<file path="src/rtl/serial_subtractor_if.sv">
`default_nettype none
// ============================================================================
// Module   : serial_subtractor_if
// Brief    : start/busy/done handshake and operand/result bundle for the
//            bit-serial subtractor.
// Revision : 1.0
// ============================================================================
interface serial_subtractor_if #(
   parameter int WIDTH = 8
);
   logic             start;
   logic [WIDTH-1:0] a;
   logic [WIDTH-1:0] b;
   logic             bin;
   logic             busy;
   logic             done;
   logic [WIDTH-1:0] diff;
   logic             bout;
   logic             ovf;

   modport master (
      output start, a, b, bin,
      input  busy, done, diff, bout, ovf
   );

   modport slave (
      input  start, a, b, bin,
      output busy, done, diff, bout, ovf
   );
endinterface
`default_nettype wire

</file>
<file path="src/rtl/serial_subtractor.sv">
`default_nettype none
// ============================================================================
// Module   : serial_subtractor
// Brief    : LSB-first bit-serial a - b - bin using one full-subtractor cell
//            and a borrow flop behind a start/busy/done handshake.
// Revision : 1.0
// ============================================================================
module serial_subtractor #(
   parameter int WIDTH = 8
) (
   input  wire logic         clk,
   input  wire logic         rst,
   serial_subtractor_if.slave bus
);
   localparam int CW = $clog2(WIDTH + 1);

   // One-hot so busy/done come straight off state flops.
   typedef enum logic [2:0] {
      IDLE  = 3'b001,
      SHIFT = 3'b010,
      DONE  = 3'b100
   } state_t;

   state_t           r_state;
   state_t           w_state_nxt;
   logic [WIDTH-1:0] r_sa;
   logic [WIDTH-1:0] r_sb;
   logic [WIDTH-1:0] r_res;
   logic [WIDTH-1:0] r_diff;
   logic [WIDTH-1:0] w_res_nxt;
   logic [CW-1:0]    r_cnt;
   logic             r_br;
   logic             r_a_msb;
   logic             r_b_msb;
   logic             r_bout;
   logic             r_ovf;
   logic             w_d;
   logic             w_br_nxt;
   logic             w_last;
   logic             w_accept;
   logic             w_busy;
   logic             w_done;

   assign w_d      = r_sa[0] ^ r_sb[0] ^ r_br;
   assign w_br_nxt = (~r_sa[0] & r_sb[0]) | (~(r_sa[0] ^ r_sb[0]) & r_br);
   assign w_last   = (r_cnt == CW'(WIDTH - 1));
   assign w_accept = bus.start && ((r_state == IDLE) || (r_state == DONE));

   generate
      if (WIDTH == 1) begin : g_w1
         assign w_res_nxt = w_d;
      end else begin : g_wn
         assign w_res_nxt = {w_d, r_res[WIDTH-1:1]};
      end
   endgenerate

   always_ff @(posedge clk or negedge rst) begin
      if (!rst) begin
         r_state <= IDLE;
      end else begin
         r_state <= w_state_nxt;
      end
   end

   always_comb begin
      w_state_nxt = r_state;
      w_busy      = 1'b0;
      w_done      = 1'b0;
      case (r_state)
         IDLE: begin
            if (bus.start) w_state_nxt = SHIFT;
         end
         SHIFT: begin
            w_busy = 1'b1;
            if (w_last) w_state_nxt = DONE;
         end
         DONE: begin
            w_done      = 1'b1;
            w_state_nxt = bus.start ? SHIFT : IDLE;
         end
         default: w_state_nxt = IDLE;
      endcase
   end

   always_ff @(posedge clk or negedge rst) begin
      if (!rst) begin
         r_sa    <= '0;
         r_sb    <= '0;
         r_res   <= '0;
         r_diff  <= '0;
         r_cnt   <= '0;
         r_br    <= 1'b0;
         r_a_msb <= 1'b0;
         r_b_msb <= 1'b0;
         r_bout  <= 1'b0;
         r_ovf   <= 1'b0;
      end else if (w_accept) begin
         r_sa    <= bus.a;
         r_sb    <= bus.b;
         r_br    <= bus.bin;
         r_a_msb <= bus.a[WIDTH-1];
         r_b_msb <= bus.b[WIDTH-1];
         r_res   <= '0;
         r_cnt   <= '0;
      end else if (r_state == SHIFT) begin
         r_sa  <= r_sa >> 1;
         r_sb  <= r_sb >> 1;
         r_br  <= w_br_nxt;
         r_res <= w_res_nxt;
         r_cnt <= r_cnt + CW'(1);
         if (w_last) begin
            // The bit processed now is the result MSB, so w_d drives ovf.
            r_diff <= w_res_nxt;
            r_bout <= w_br_nxt;
            r_ovf  <= (r_a_msb ^ r_b_msb) & (w_d ^ r_a_msb);
         end
      end
   end

   assign bus.busy = w_busy;
   assign bus.done = w_done;
   assign bus.diff = r_diff;
   assign bus.bout = r_bout;
   assign bus.ovf  = r_ovf;
endmodule
`default_nettype wire

</file>
<file path="src/flat_wrapper.sv">
// flat-port wrapper written by rule: the top's interface ports become plain ports
module serial_subtractor_flat 
#(
   parameter int WIDTH = 8
)
  (clk, rst, bus_start, bus_a, bus_b, bus_bin, bus_busy, bus_done, bus_diff, bus_bout, bus_ovf);
  serial_subtractor_if #(.WIDTH(WIDTH)) bus_i ();
  input  wire logic clk;
  input  wire logic rst;
  input wire logic [$bits(bus_i.start)-1:0] bus_start;
  input wire logic [$bits(bus_i.a)-1:0] bus_a;
  input wire logic [$bits(bus_i.b)-1:0] bus_b;
  input wire logic [$bits(bus_i.bin)-1:0] bus_bin;
  output wire logic [$bits(bus_i.busy)-1:0] bus_busy;
  output wire logic [$bits(bus_i.done)-1:0] bus_done;
  output wire logic [$bits(bus_i.diff)-1:0] bus_diff;
  output wire logic [$bits(bus_i.bout)-1:0] bus_bout;
  output wire logic [$bits(bus_i.ovf)-1:0] bus_ovf;
  assign bus_i.start = bus_start;
  assign bus_i.a = bus_a;
  assign bus_i.b = bus_b;
  assign bus_i.bin = bus_bin;
  assign bus_busy = bus_i.busy;
  assign bus_done = bus_i.done;
  assign bus_diff = bus_i.diff;
  assign bus_bout = bus_i.bout;
  assign bus_ovf = bus_i.ovf;
  serial_subtractor #(.WIDTH(WIDTH)) u_core (.clk(clk), .rst(rst), .bus(bus_i));
endmodule
</file>
<file path="config.mk">
export PLATFORM = sky130hd
export DESIGN_NAME = serial_subtractor_flat
export DESIGN_NICKNAME = d
export VERILOG_FILES = /design/src/rtl/serial_subtractor_if.sv /design/src/rtl/serial_subtractor.sv /design/src/flat_wrapper.sv
export SDC_FILE = /design/constraint.sdc
export NUM_CORES = 1
export LEC_CHECK = 0
export ABC_AREA = 1
export BUFFER_PORTS_ARGS = -buffer_cell sky130_fd_sc_hd__buf_4
export CAP_MARGIN = 10
export CORE_UTILIZATION = 40
export DETAILED_ROUTE_END_ITERATION = 6
export SLEW_MARGIN = 30
export SYNTH_ARGS = -nofsm -noshare
export SYNTH_HDL_FRONTEND = slang
export SYNTH_SLANG_ARGS = --single-unit
</file>
<file path="constraint.sdc">
create_clock -name clk -period 1.8 [get_ports clk]
set_clock_uncertainty 0.2 [all_clocks]
set_input_delay 0.18 -clock clk [delete_from_list [all_inputs] [get_ports clk]]
set_output_delay 0.18 -clock clk [all_outputs]
set_load 0.01 [all_outputs]
</file>
### Yosys cells after proc, flatten, opt, wreduce, memory -nomap -nowiden

Index checks and enable logic that the tools add are counted.

* bits in registers: 44
* latch bits: 0
* RAM bits: 0
* bits in read-only memories: 0
* bits of input ports: 20
* output and inout bits: 12
* word-level logic and storage cells: 50
* memories: 0

* add/sub/neg operators: 1
* $mul: 0
* div/mod/pow operators: 0
* $lt $le $gt $ge: 0
* eq/ne operators: 6
* shifts and indexed selects: 0
* muxes and demuxes: 16
* bitwise logic cells: 11
* reductions and logical operators: 5

Operator list (count)
* $mux W8: 6
* $pmux W3 S3: 1
* $mux W4: 2
* $mux W3: 2
* $add A4 B1 Y4 const B: 1
* $eq A4 B3 Y1 const B: 1
* $mux W1: 4
* $xor A1 B1 Y1: 4
* $and A1 B1 Y1: 3
* $eq A3 B1 Y1 const B: 1
* $eq A3 B2 Y1 const B: 1
* $eq A3 B3 Y1 const B: 1
* $not A1 Y1: 3
* $reduce_and A3 Y1: 1
* $mux W2: 1
* $ne A2 B1 Y1 const B: 1
* $ne A2 B2 Y1 const B: 1
* $reduce_and A2 Y1: 1
* $reduce_bool A2 Y1: 1
* $logic_and A1 B1 Y1: 1
* $logic_or A1 B1 Y1: 1
* $or A1 B1 Y1: 1

### Longest topological paths before layout

Gate-level depths: netlist of the first run.

* word-level depth: 6
* gate-level depth with buffers: 8
* gate-level depth less buffers: 7

### Least setup slack after synthesis of the first run

No wires, ideal clock.

* path kind: register to register
* start: register u_core.r_br
* end: register u_core.r_ovf (netlist: u_core.bus.ovf)
* library setup time: 0.065 ns
* data arrival time: 1.263 ns
* data required time: 1.535 ns
* path slack: 0.272 ns
* stages on the path, launching flop included: 7
* buffers on the path: 0
* clock period less this slack: 1.528 ns
* cell sequence: dfrtp_1 > inv_1 > fa_1 > inv_1 > nor3b_1 > o21ai_0 > nand2_1

* cells in the longest elaborated chain, start to end: 3

RTL lines
* from (decl): line serial_subtractor.sv:32 `logic r_br;`
* from (signal assigned): line serial_subtractor.sv:100 `r_br <= bus.bin;`
* from (signal assigned): line serial_subtractor.sv:108 `r_br <= w_br_nxt;`
* $xor A1 B1 Y1: line serial_subtractor.sv:44 `assign w_d = r_sa[0] ^ r_sb[0] ^ r_br;`
* net u_core.w_d: line serial_subtractor.sv:37 `logic w_d;`
* $xor A1 B1 Y1: line serial_subtractor.sv:115 `r_ovf <= (r_a_msb ^ r_b_msb) & (w_d ^ r_a_msb);`
* $and A1 B1 Y1: line serial_subtractor.sv:115
* to (signal assigned): line serial_subtractor.sv:115
* to (decl): line serial_subtractor.sv:36 `logic r_ovf;`

The timed path passes the listed nets, and every way through them passes these cells.
A chain may end at the register's enable or synchronous reset.

### Worst setup path after layout of the first run

* start: register u_core.r_state[0]
* end: output bus_busy

* cells in the longest elaborated chain, start to end: 2

RTL lines
* from (decl): line serial_subtractor.sv:24 `state_t r_state;`
* from (signal assigned): line serial_subtractor.sv:61 `r_state <= w_state_nxt;`
* $eq A3 B2 Y1: line serial_subtractor.sv:69 `case (r_state)`
* $mux W1: line serial_subtractor.sv:69
* to (decl): line flat_wrapper.sv:14 `output wire logic [$bits(bus_i.busy)-1:0] bus_busy;`

No other way between the ends.

==> load_flow_metrics.sql, run 1 <==
INSERT INTO impl_metrics (metric_group, metric, value, unit) VALUES
('run_status', 'run_status', 'finished, final reports clean', ''),
('sta', 'transition_at_the_pin_with_the_smallest_max_transition_slack', '544', 'ps'),
('clocking', 'h-tree-depth', '2', ''),
('clocking', 'clk_latency', '290', 'ps'),
('sta', 'timing.final.crit_share', '0.943', ''),
('drt', 'num_vias', '1795', ''),
('sta', 'period_minus_slack', '1700', 'ps'),
('logic_synthesis', 'synth_common_cells', '107 x sky130_fd_sc_hd__nand2_1, 42 x sky130_fd_sc_hd__dfrtp_1, 39 x sky130_fd_sc_hd__inv_1', ''),
('clocking', 'clock_tree_from_tritoncts', 'built', ''),
('worst_setup_path', 'cells_along_the_critical_path', 'inv_1, nand3_4, clkinvlp_4, buf_4', ''),
('floorplan', 'floorplan.initialDensity', '0.417', ''),
('logic_synthesis', 'dominantRegCellSynth', 'sky130_fd_sc_hd__dfrtp_1', ''),
('worst_setup_path', 'worstSetupEndpointType', 'output pin', ''),
('global_route', 'gr-usage-all-layers', '0.176', ''),
('logic_synthesis', 'yosys.cell_count.top_type', 'sky130_fd_sc_hd__nand2_1', ''),
('cells_and_area', 'post_route_cells_drive_above_1_share', '0.186', ''),
('place', 'hpwlAfterDp', '2.73', 'mm'),
('drt', 'total_routed_wirelength', '4.39', 'mm'),
('sta', 'fin_tns_setup', '0', 'ps'),
('logic_synthesis', 'synth.ff_latch_count', '43', ''),
('worst_setup_path', 'critical_path_arrival', '1320', 'ps'),
('power_and_ir_drop', 'power.net_switching', '1.25', 'mW'),
('global_route', 'grtUsageMet1', '0.249', ''),
('cells_and_area', 'instances_no_fill', '392', ''),
('cells_and_area', 'antennaDiodeCount', '0', ''),
('clocking', 'cts-buffers-inserted', '5', ''),
('logic_synthesis', 'synth_compound_area_frac', '0.0564', ''),
('worst_hold_path', 'hp-class', 'input pin to flop', ''),
('sta', 'max_freq', '589', 'MHz'),
('worst_setup_path', 'timing.critical_path.required', '1420', 'ps'),
('cells_and_area', 'areaGrowthSynthToFinish', '27.9', '%'),
('worst_setup_path', 'worst_path_largest_cell_delay', '550', 'ps'),
('sta', 'maxSlewHeadroom', '0.637', ''),
('floorplan', 'io_pins', '32', ''),
('logic_synthesis', 'post_synth_edffs', '0', ''),
('logic_synthesis', 'synthesis.nets', '294', ''),
('power_and_ir_drop', 'sw_frac_of_total', '0.380', ''),
('global_route', 'vias_in_the_first_global_route', '1541', ''),
('worst_setup_path', 'criticalPathCategory', 'flop to output pin', ''),
('logic_synthesis', 'synth-xor-area-share', '0.00412', ''),
('power_and_ir_drop', 'vdd_ir_drop_max', '0.450', 'mV'),
('logic_synthesis', 'synth_cells', '272', ''),
('power_and_ir_drop', 'clkPwrFrac', '0.186', ''),
('logic_synthesis', 'yosys.cell_types.count', '23', ''),
('power_and_ir_drop', 'power.density', '1210', 'mW/mm^2'),
('logic_synthesis', 'synth_seq_area_share', '0.506', ''),
('drt', 'drt_pre_antenna_iters', '4', ''),
('clocking', 'path_clk_slew', '80', 'ps'),
('floorplan', 'rows', '26', ''),
('logic_synthesis', 'synthMuxAreaShare', '0', ''),
('place', 'post-place-cells', '366', ''),
('drt', 'antenna_violating_nets_post_route', '0', ''),
('power_and_ir_drop', 'power.internal', '2.04', 'mW'),
('worst_setup_path', 'critical_path.slowest_cell', 'sky130_fd_sc_hd__dfstp_2', ''),
('drt', 'post_drt_via_cell_ratio', '4.58', ''),
('drt', 'drc', '0', ''),
('global_route', 'global_route.overflow_total', '0', ''),
('drt', 'route.detailed.wl_per_inst', '11.2', 'microns'),
('cells_and_area', 'final_net_count', '344', ''),
('logic_synthesis', 'synth_simple_gate_area_share', '0.313', ''),
('clocking', 'cts_root_buf', 'sky130_fd_sc_hd__clkbuf_8', ''),
('logic_synthesis', 'main_combinational_cell_family_by_area_after_synthesis', 'simple AND/OR/NAND/NOR gates', ''),
('worst_setup_path', 'path_max_fanout', '4', ''),
('logic_synthesis', 'async_set_or_reset_register_ratio_after_synthesis', '1.00', ''),
('logic_synthesis', 'syn_area', '0.00213', 'sq mm'),
('power_and_ir_drop', 'power_frac_seq', '0.430', ''),
('global_route', 'groute.layer.met2.usage', '0.265', ''),
('floorplan', 'coreArea', '0.00511', 'sq mm'),
('drt', 'detail_route.iter0.violations', '113', ''),
('logic_synthesis', 'synthesis.yosys.warnings', '0', ''),
('power_and_ir_drop', 'part_of_the_total_power_dissipated_in_combinational_logic', '0.384', '');
==> placed cells by master, fill, tap and decap left out, types with 2 or more instances in the layout <==
master                          instances
sky130_fd_sc_hd__dfrtp_1               42
sky130_fd_sc_hd__o21ai_2                8
sky130_fd_sc_hd__nor2_1                 6
sky130_fd_sc_hd__o21ai_0                8
sky130_fd_sc_hd__inv_1                 38
sky130_fd_sc_hd__clkbuf_8               6
sky130_fd_sc_hd__nand3_1               36
sky130_fd_sc_hd__buf_4                 35
sky130_fd_sc_hd__nor3b_1                2
sky130_fd_sc_hd__nand2_1              107
sky130_fd_sc_hd__clkinvlp_4             2
sky130_fd_sc_hd__dlygate4sd3_1         17
==> power groups by stage <==
stage | Combinational (mW) | Sequential [mW] | Clock [mW]
5_1_grt | 1.45 | 1.45 | 0.668
4_1_cts | 1.26 | 1.42 | 0.634
6_report | 1.27 | 1.42 | 0.612
2_1_floorplan | 0.893 | 1.39 | 0
3_5_place_dp | 1.19 | 1.43 | 0
3_3_place_gp | 1.18 | 1.43 | 0
==> kinds of logic (layout without fill, tap and decap cells) <==
kind of cell | after synthesis | in the layout
flip-flops | 43 | 43
adder cells (fa/ha/maj) | 2 | 2
AND/OR/NAND/NOR | 155 | 155
XOR/XNOR | 1 | 1
AO/OA/AOI/OAI | 18 | 18
buffers and inverters | 53 | 103
==> flip-flops by register name, indices dropped and copies added, names as in the netlist <==
name,count
u_core.bus.diff,8
u_core.r_sa,8
u_core.r_sb,8
u_core.r_res,7
u_core.r_cnt,4
u_core.r_state,3
u_core.bus.bout,1
u_core.bus.ovf,1
u_core.r_a_msb,1
u_core.r_b_msb,1
u_core.r_br,1
==> worst max-delay path, delay by kind of cell (launching register included) <==
family | cells | cell delay, ps
simple gates | 1 | 110
flops | 1 | 550
buf+inv | 3 | 370
==> layer usage <==
metal | up-vias | part of all wire
li1 | 924 | -
met1 | 831 | 0.49
met2 | 35 | 0.45
met3 | 5 | 0.046
met4 | 0 | 0.016
met5 | - | 0
==> area by class of cell <==
| cell class | count | area, sq um |
|---|---|---|
| Fill cell | 503 | 2380 |
| Timing Repair Buffer | 55 | 479 |
| Clock buffer | 6 | 82.6 |
| Multi-Input combinational cell | 176 | 827 |
| Clock inverter | 1 | 5.00 |
| Tap cell | 70 | 87.6 |
| Sequential cell | 43 | 1080 |
| Timing Repair inverter | 1 | 7.51 |
| Inverter | 40 | 156 |
==> stage by stage <==
step | power, mW | util | area, sq um | setup slack, ps
after CTS | 3.31 | 0.530 | 2710 | 14.2
after global routing | 3.57 | 0.533 | 2720 | 50.3
final | 3.30 | 0.533 | 2720 | 102
after floorplan | 2.28 | - | 2130 | 272
after global placement | 2.60 | 0.476 | 2430 | 127
after detailed placement | 2.62 | 0.476 | 2430 | 76.0
==> path summary, 6_finish.rpt <==
kind	startpoint	to	slack, ps	depth (start not counted)
worst max-delay path	u_core.r_state[0]	bus_busy	100	4
worst min-delay path	bus_bin	u_core.r_br	5	5
worst max register to register	u_core.r_br	u_core.bus.ovf	130	6
worst min register to register	u_core.bus.diff[0]	u_core.bus.diff[0]	270	2
max in group asynchronous	rst	u_core.r_state[0]	810	2
min in group asynchronous	rst	u_core.r_sa[3]	220	2
==> repair_timing <==
| item | in CTS | in global routing |
|---|---|---|
| buffers inserted | 1 | 0 |
| cloned | 1 | 0 |
| gates resized for setup | 1 | 7 |
| endpoints found under the hold margin | 60 | 0 |
| hold buffers | 17 | 0 |
| setup endpoints to repair | 1 | 23 |
Note: power is estimated with default switching activity, not from simulation.
==> inputs of run 2 (changes only) <==
clock period = 1.6 ns   (was 1.8 ns; I/O delays follow)
==> run 2 against run 1 <==
The run now ends with negative setup slack left. Hold slack lost 1.2 ps. Final area increased by 9.3%. Critical path depth is 3 higher. Clock power up 46%. Critical path type is now flop to flop. Die area unchanged. Sequential power rose by 13%. Setup slack worse by 110 ps. Utilization is 4.9 points higher. First-iteration DRC count is 23% lower. Global-route usage grew 0.48 points. Routed wire length is 10% higher. Sequential share of layout area decreased by 3.4 points.
==> load_flow_metrics.sql, run 2 (synthesized netlist as in run 1, its figures left out) <==
INSERT INTO impl_metrics (metric_group, metric, value, unit) VALUES
('run_status', 'run_status', 'finished with violations', ''),
('run_status', 'violations', 'negative setup slack', ''),
('cells_and_area', 'filler_cell_count', '507', ''),
('drt', 'drt_pre_antenna_iters', '4', ''),
('floorplan', 'coreArea', '0.00511', 'sq mm'),
('cells_and_area', 'final_cell_mix', '91 x sky130_fd_sc_hd__nand2_1, 42 x sky130_fd_sc_hd__dfrtp_1, 39 x sky130_fd_sc_hd__buf_4', ''),
('sta', 'max_freq', '621', 'MHz'),
('cells_and_area', 'area.sequential', '0.00108', 'sq mm'),
('clocking', 'cts_max_path_buffers', '2', ''),
('place', 'post-place-cells', '373', ''),
('worst_setup_path', 'timing.critical_path.max_delay_family', 'flip-flops', ''),
('drt', 'route.detailed.wl_per_inst', '12.0', 'microns'),
('sta', 'timing.final.crit_share', '1.01', ''),
('sta', 'finalWorstSetupSlack', '-10.7', 'ps'),
('power_and_ir_drop', 'power_leakage', '1.62', 'nW'),
('floorplan', 'io_pins', '32', ''),
('clocking', 'h-tree-depth', '2', ''),
('sta', 'final_hold_violation_count', '0', ''),
('drt', 'top_layer_used', 'met4', ''),
('drt', 'total_routed_wirelength', '4.83', 'mm'),
('worst_hold_path', 'holdCritStartpoint', 'bus_bin', ''),
('worst_hold_path', 'holdPathEnd', 'u_core.r_br', ''),
('worst_hold_path', 'worst_hold_stages', '5', ''),
('global_route', 'global_route.overflow_total', '0', ''),
('global_route', 'grt_antenna_before_repair', '0', ''),
('worst_setup_path', 'path_max_fanout', '14', ''),
('cells_and_area', 'areaGrowthSynthToFinish', '39.8', '%'),
('worst_setup_path', 'criticalPathCategory', 'flop to flop', ''),
('worst_setup_path', 'cells_along_the_critical_path', 'buf_6, nand2_2, nand2_2, nand3_4, clkbuf_16, nand3_1, nand2_1', ''),
('clocking', 'clock_sink_count', '43', ''),
('worst_setup_path', 'crit-reg2reg-capture', 'u_core.r_sb[4]', ''),
('place', 'hpwlAfterDp', '2.83', 'mm'),
('worst_setup_path', 'worst-path-stages', '7', ''),
('drt', 'wl_met2', '2.26', 'mm'),
('drt', 'antenna_violating_nets_post_route', '0', ''),
('cells_and_area', 'final_net_count', '354', ''),
('global_route', 'gr-usage-all-layers', '0.181', ''),
('sta', 'period_minus_slack', '1610', 'ps'),
('cells_and_area', 'mostFrequentLayoutCell', 'sky130_fd_sc_hd__nand2_1', ''),
('cells_and_area', 'multiInputGateArea', '905', 'sq um'),
('place', 'buffer_ports.inserted', '31', ''),
('place', 'place_congestion', '0.716', ''),
('power_and_ir_drop', 'power.density', '1460', 'mW/mm^2'),
('worst_setup_path', 'critical_path_arrival', '1610', 'ps'),
('worst_setup_path', 'timing.critical_path.required', '1600', 'ps'),
('floorplan', 'rows', '26', ''),
('worst_setup_path', 'worstSetupEndpointType', 'flop', ''),
('drt', 'drc', '0', ''),
('drt', 'met1_length', '2.35', 'mm'),
('floorplan', 'floorplan.initialDensity', '0.417', ''),
('sta', 'report.final.setup_viol', '4', ''),
('clocking', 'path_clk_slew', '80', 'ps'),
('cells_and_area', 'post_route_cells_drive_above_1_share', '0.300', ''),
('worst_setup_path', 'r2r-start', 'u_core.r_state[0]', ''),
('worst_setup_path', 'worst-r2r-setup-slack', '-10', 'ps'),
('global_route', 'grt_max_degree', '44', ''),
('power_and_ir_drop', 'vdd_ir_drop_max', '0.579', 'mV'),
('sta', 'transition_at_the_pin_with_the_smallest_max_transition_slack', '543', 'ps'),
('floorplan', 'dieWidth', '74.9', 'microns'),
('worst_setup_path', 'reg2regPathDepth', '7', ''),
('global_route', 'vias_in_the_first_global_route', '1651', ''),
('drt', 'num_vias', '1871', ''),
('clocking', 'cts_root_buf', 'sky130_fd_sc_hd__clkbuf_8', ''),
('sta', 'unrepaired_setup_endpoints_after_global_routing', 'true', ''),
('floorplan', 'dieHeight', '74.9', 'microns'),
('cells_and_area', 'instances_no_fill', '403', ''),
('worst_setup_path', 'start_kind', 'flop', ''),
('drt', 'wl_met3', '145', 'microns'),
('drt', 'post_drt_via_cell_ratio', '4.64', ''),
('clocking', 'cts-buffers-inserted', '5', ''),
('sta', 'slew_viol_final', '0', ''),
('worst_setup_path', 'cp_num_buf_inv', '2', ''),
('floorplan', 'die_area', '0.00562', 'sq mm'),
('cells_and_area', 'antennaDiodeCount', '0', ''),
('worst_hold_path', 'hp-class', 'input pin to flop', ''),
('worst_setup_path', 'worst_path_largest_cell_delay', '550', 'ps'),
('sta', 'maxSlewHeadroom', '0.638', ''),
('drt', 'detail_route.iter0.violations', '87', ''),
('global_route', 'grt_pass1_wl', '7.51', 'mm'),
('worst_setup_path', 'critical_path.slowest_cell', 'sky130_fd_sc_hd__dfstp_2', ''),
('clocking', 'clock_tree_from_tritoncts', 'built', ''),
('flow_run', 'drv_cap', '0', ''),
('worst_setup_path', 'crit_path_frequent_cell', 'sky130_fd_sc_hd__nand2_2', ''),
('cells_and_area', 'utilization', '0.583', ''),
('clocking', 'clk_latency', '300', 'ps');
## run 2: changes by cell type in the layout (fill, tap and decap cells not counted), moves of 2 or more
cell	change
sky130_fd_sc_hd__clkbuf_16	+2
sky130_fd_sc_hd__buf_6	+3
sky130_fd_sc_hd__nand2_2	+12
sky130_fd_sc_hd__nand2_4	+4
sky130_fd_sc_hd__clkinvlp_4	-2
sky130_fd_sc_hd__o21ai_1	+4
sky130_fd_sc_hd__o21ai_0	-4
sky130_fd_sc_hd__inv_2	+12
sky130_fd_sc_hd__buf_4	+4
sky130_fd_sc_hd__inv_1	-10
sky130_fd_sc_hd__nand2_1	-16
sky130_fd_sc_hd__buf_12	+3
## run 2: worst max path at each step
| stage | start | endpoint | slack, ps |
|---|---|---|---|
| 2_1_floorplan | u_core.r_br | u_core.bus.ovf | 70 |
| 3_3_place_gp | u_core.r_br | u_core.bus.ovf | 50 |
| 3_5_place_dp | u_core.r_br | u_core.bus.ovf | -30 |
| 4_1_cts | u_core.r_state[0] | bus_busy | 0.6 |
| 5_1_grt | u_core.r_state[0] | u_core.r_sb[4] | -70 |
| 6_report | u_core.r_state[0] | u_core.r_sb[4] | -10 |
## run 2: timing repair
action / in CTS / in global routing
setup endpoints to repair: 2 / 41
cloned: 0 / 2
setup buffers: 3 / 1
hold buffers: 17 / 0
gates resized for setup: 5 / 43
endpoints found under the hold margin: 60 / 0
pin swaps: 0 / 10
## run 2: layout make-up
| type | instances | share of cell area |
|---|---|---|
| Timing Repair Buffer | 66 | 0.214 |
| Sequential cell | 43 | 0.362 |
| Tap cell | 70 | 0.0294 |
| Clock buffer | 6 | 0.0278 |
| Multi-Input combinational cell | 176 | 0.304 |
| Inverter | 40 | 0.0505 |
| Clock inverter | 2 | 0.0118 |
## run 2: tightest hold or removal path, cell delays in order
cell and delay (ps):
sky130_fd_sc_hd__buf_4 80, sky130_fd_sc_hd__inv_1 40, sky130_fd_sc_hd__nand3_1 90, sky130_fd_sc_hd__nand2_1 50
sky130_fd_sc_hd__nand2_1 50
## run 2: per-stage QoR
| stage | setup TNS (ps) | hold slack [ps] | power (mW) | setup WS [ps] | area (sq um) |
|---|---|---|---|---|---|
| floorplan | 0 | -336 | 2.56 | 72.1 | 2130 |
| global placement | 0 | -4.88 | 3.05 | 52.9 | 2510 |
| detailed placement | -31.6 | -7.94 | 3.09 | -31.6 | 2510 |
| CTS | 0 | 2.91 | 4.10 | 0.604 | 2830 |
| global route | -1180 | 24.6 | 4.67 | -71.9 | 2980 |
| finish | -24.6 | 4.04 | 4.35 | -10.7 | 2980 |
## run 2: layer usage
layer / vias to the layer above / track usage
li1: 950 / -
met1: 887 / 0.248
met2: 28 / 0.276
met3: 6 / 0.0482
met4: 0 / 0.0692
met5: - / 0
## run 2: where the power goes
| part | total (mW) | switching (mW) | internal [mW] |
|---|---|---|---|
| clock | 0.891 | 0.386 | 0.505 |
| combinational | 1.86 | 1.02 | 0.836 |
| sequential | 1.60 | 0.199 | 1.40 |
| total | 4.35 | 1.60 | 2.74 |
==> inputs of run 3 (changes only) <==
HOLD_SLACK_MARGIN = 0.05   (was default)
RECOVER_POWER = 50   (was default)
SETUP_SLACK_MARGIN = 0.3   (was default)
==> run 3 against run 2 <==
The run still ends with negative setup slack left. Cell count increased by 3.2%. Flip-flop and latch count unchanged. Power increased by 20%. Register-to-register slack got worse by 120 ps. Clock power about the same. Critical path type unchanged. Highest routed layer unchanged.
==> load_flow_metrics.sql, run 3 (synthesized netlist as in run 1, its figures left out) <==
INSERT INTO impl_metrics (metric_group, metric, value, unit) VALUES
('run_status', 'run_status', 'finished with violations', ''),
('run_status', 'violations', 'negative setup slack', ''),
('floorplan', 'dieWidth', '74.9', 'microns'),
('worst_setup_path', 'worstSetupEndpoint', 'u_core.r_sb[0]', ''),
('cells_and_area', 'mostFrequentLayoutCell', 'sky130_fd_sc_hd__nand2_1', ''),
('worst_setup_path', 'r2r-start', 'u_core.r_state[0]', ''),
('sta', 'finalWorstSetupSlack', '-128', 'ps'),
('power_and_ir_drop', 'power_frac_seq', '0.326', ''),
('power_and_ir_drop', 'vdd_ir_drop_max', '0.741', 'mV'),
('sta', 'transition_at_the_pin_with_the_smallest_max_transition_slack', '951', 'ps'),
('worst_setup_path', 'worst_path_largest_cell_delay', '590', 'ps'),
('place', 'pre_cts_slack', '34.0', 'ps'),
('drt', 'num_vias', '2008', ''),
('sta', 'unrepaired_setup_endpoints_after_global_routing', 'true', ''),
('sta', 'maxSlewHeadroom', '0.366', ''),
('power_and_ir_drop', 'sw_frac_of_total', '0.395', ''),
('place', 'place_congestion', '0.765', ''),
('worst_setup_path', 'worstSetupEndpointType', 'flop', ''),
('power_and_ir_drop', 'power.internal', '3.15', 'mW'),
('drt', 'drc', '0', ''),
('clocking', 'cts-buffers-inserted', '5', ''),
('flow_run', 'drv_cap', '0', ''),
('power_and_ir_drop', 'power.density', '1500', 'mW/mm^2'),
('worst_setup_path', 'reg2regPathDepth', '9', ''),
('power_and_ir_drop', 'power_leakage', '1.80', 'nW'),
('sta', 'final_hold_violation_count', '0', ''),
('drt', 'met1_length', '2.50', 'mm'),
('floorplan', 'coreArea', '0.00511', 'sq mm'),
('sta', 'timing.final.crit_share', '1.08', ''),
('worst_hold_path', 'worst_hold_stages', '4', ''),
('global_route', 'grt_antenna_before_repair', '0', ''),
('clocking', 'clk_latency', '300', 'ps'),
('drt', 'antenna_violating_nets_post_route', '0', ''),
('sta', 'max_freq', '579', 'MHz'),
('drt', 'top_layer_used', 'met4', ''),
('power_and_ir_drop', 'power.net_switching', '2.06', 'mW'),
('worst_setup_path', 'timing.critical_path.required', '1640', 'ps'),
('sta', 'slew_viol_final', '0', ''),
('worst_hold_path', 'hp-class', 'input pin to flop', ''),
('drt', 'route.detailed.wl_per_inst', '14.3', 'microns'),
('worst_setup_path', 'critical_path_arrival', '1770', 'ps'),
('drt', 'post_drt_via_cell_ratio', '4.83', ''),
('place', 'placedInstanceArea', '0.00260', 'sq mm'),
('worst_setup_path', 'path_max_fanout', '6', ''),
('floorplan', 'floorplan.initialDensity', '0.417', ''),
('place', 'buffer_ports.inserted', '31', ''),
('sta', 'fin_tns_setup', '-2100', 'ps'),
('power_and_ir_drop', 'clkPwrFrac', '0.171', ''),
('worst_setup_path', 'worst-r2r-setup-slack', '-130', 'ps'),
('worst_setup_path', 'start_kind', 'flop', ''),
('global_route', 'global_route.overflow_total', '0', ''),
('clocking', 'clock_sink_count', '43', ''),
('worst_setup_path', 'criticalPathCategory', 'flop to flop', ''),
('global_route', 'grt_pass1_wl', '8.74', 'mm'),
('global_route', 'grt_max_degree', '44', ''),
('cells_and_area', 'final_cell_mix', '54 x sky130_fd_sc_hd__nand2_1, 42 x sky130_fd_sc_hd__dfrtp_1, 40 x sky130_fd_sc_hd__buf_4', ''),
('cells_and_area', 'design_area', '0.00346', 'sq mm'),
('worst_setup_path', 'critical_path.slowest_cell', 'sky130_fd_sc_hd__dfstp_2', ''),
('clocking', 'path_clk_slew', '80', 'ps'),
('drt', 'detail_route.iter0.violations', '132', ''),
('drt', 'wl_met3', '298', 'microns'),
('clocking', 'cts_root_buf', 'sky130_fd_sc_hd__clkbuf_8', ''),
('clocking', 'h-tree-depth', '2', ''),
('drt', 'total_routed_wirelength', '5.93', 'mm'),
('clocking', 'cts_max_path_buffers', '2', ''),
('worst_setup_path', 'crit-reg2reg-capture', 'u_core.r_sb[0]', ''),
('floorplan', 'io_pins', '32', ''),
('global_route', 'gr-usage-all-layers', '0.214', ''),
('floorplan', 'dieHeight', '74.9', 'microns'),
('drt', 'wl_met2', '2.96', 'mm'),
('cells_and_area', 'areaGrowthSynthToFinish', '62.8', '%'),
('drt', 'drt_pre_antenna_iters', '4', ''),
('global_route', 'vias_in_the_first_global_route', '1879', ''),
('clocking', 'clock_tree_from_tritoncts', 'built', ''),
('power_and_ir_drop', 'part_of_the_total_power_dissipated_in_combinational_logic', '0.502', ''),
('sta', 'worst_hold_slack', '70.3', 'ps'),
('cells_and_area', 'final_net_count', '367', ''),
('floorplan', 'rows', '26', ''),
('place', 'hpwlAfterDp', '2.91', 'mm'),
('sta', 'report.final.setup_viol', '30', ''),
('worst_setup_path', 'worstSetupStartpoint', 'u_core.r_state[0]', ''),
('cells_and_area', 'post_route_cells_drive_above_1_share', '0.488', ''),
('cells_and_area', 'antennaDiodeCount', '0', ''),
('floorplan', 'die_area', '0.00562', 'sq mm'),
('sta', 'period_minus_slack', '1730', 'ps'),
('worst_setup_path', 'cells_along_the_critical_path', 'buf_6, nand2_4, nand2_2, nand3_4, buf_6, buf_12, nand2_2, nand2_1, nand2_1', '');
run 3: cell count changes in the layout (fill, tap and decap cells not counted), sizes merged:
cell and change:
buf +13, dlygate4sd3 +1, clkbuf -1, clkinv +1
inv -1
run 3: critical path: cells and delay by family, from the launching register on:
family | cells | cell delay [ps]
buffers and inverters | 3 | 430
flip-flops | 1 | 590
AND/OR/NAND/NOR | 6 | 440
run 3: power by group through the flow:
stage          Combinational [mW]  Clock [mW]  Sequential (mW)
3_5_place_dp                 1.49           0             1.65
2_1_floorplan                1.22           0             1.59
3_3_place_gp                 1.46           0             1.64
4_1_cts                      2.20       0.904             1.64
6_report                     2.61       0.892             1.70
5_1_grt                      2.84       0.946             1.73
run 3: how the worst min path moves through the flow:
stage               startpoint         endpoint  slack (ps)
floorplan                  rst  u_core.bus.bout        -340
global placement           rst   u_core.r_sa[3]         -10
detailed placement         rst   u_core.r_sa[3]         -10
CTS                  bus_start   u_core.r_sb[4]          60
global route         bus_start   u_core.r_sb[6]          70
finish               bus_start   u_core.r_sb[6]          70
run 3: repair_timing:
action,in CTS,in global routing
gates cloned,3,1
endpoints found under the setup margin,44,45
endpoints found under the hold margin,62,0
hold buffers,18,0
gates resized for setup,62,52
buffers inserted,11,3
pin swaps,22,14
run 3: final cells by class:
type                    count  area (sq um)
fillers                   393          1640
flip-flops and latches     43          1080
well taps                  70          87.6
clock inverters             2          35.0
multi-input cells         176          1170
repair buffers             79           847
inverters                  40           165
clock buffers               6          82.6
run 3: metal layers:
layer / global-route usage / up-vias
li1: - / 985
met1: 0.276 / 946
met3: 0.0549 / 18
met2: 0.344 / 59
met4: 0.0881 / 0
met5: 0 / -
run 3: metrics by stage:
step	util	total power, mW	instances
after floorplan	-	2.81	272
after global placement	0.509	3.10	372
after detailed placement	0.509	3.14	372
after CTS	0.635	4.74	412
after global routing	0.678	5.51	416
final	0.678	5.20	416
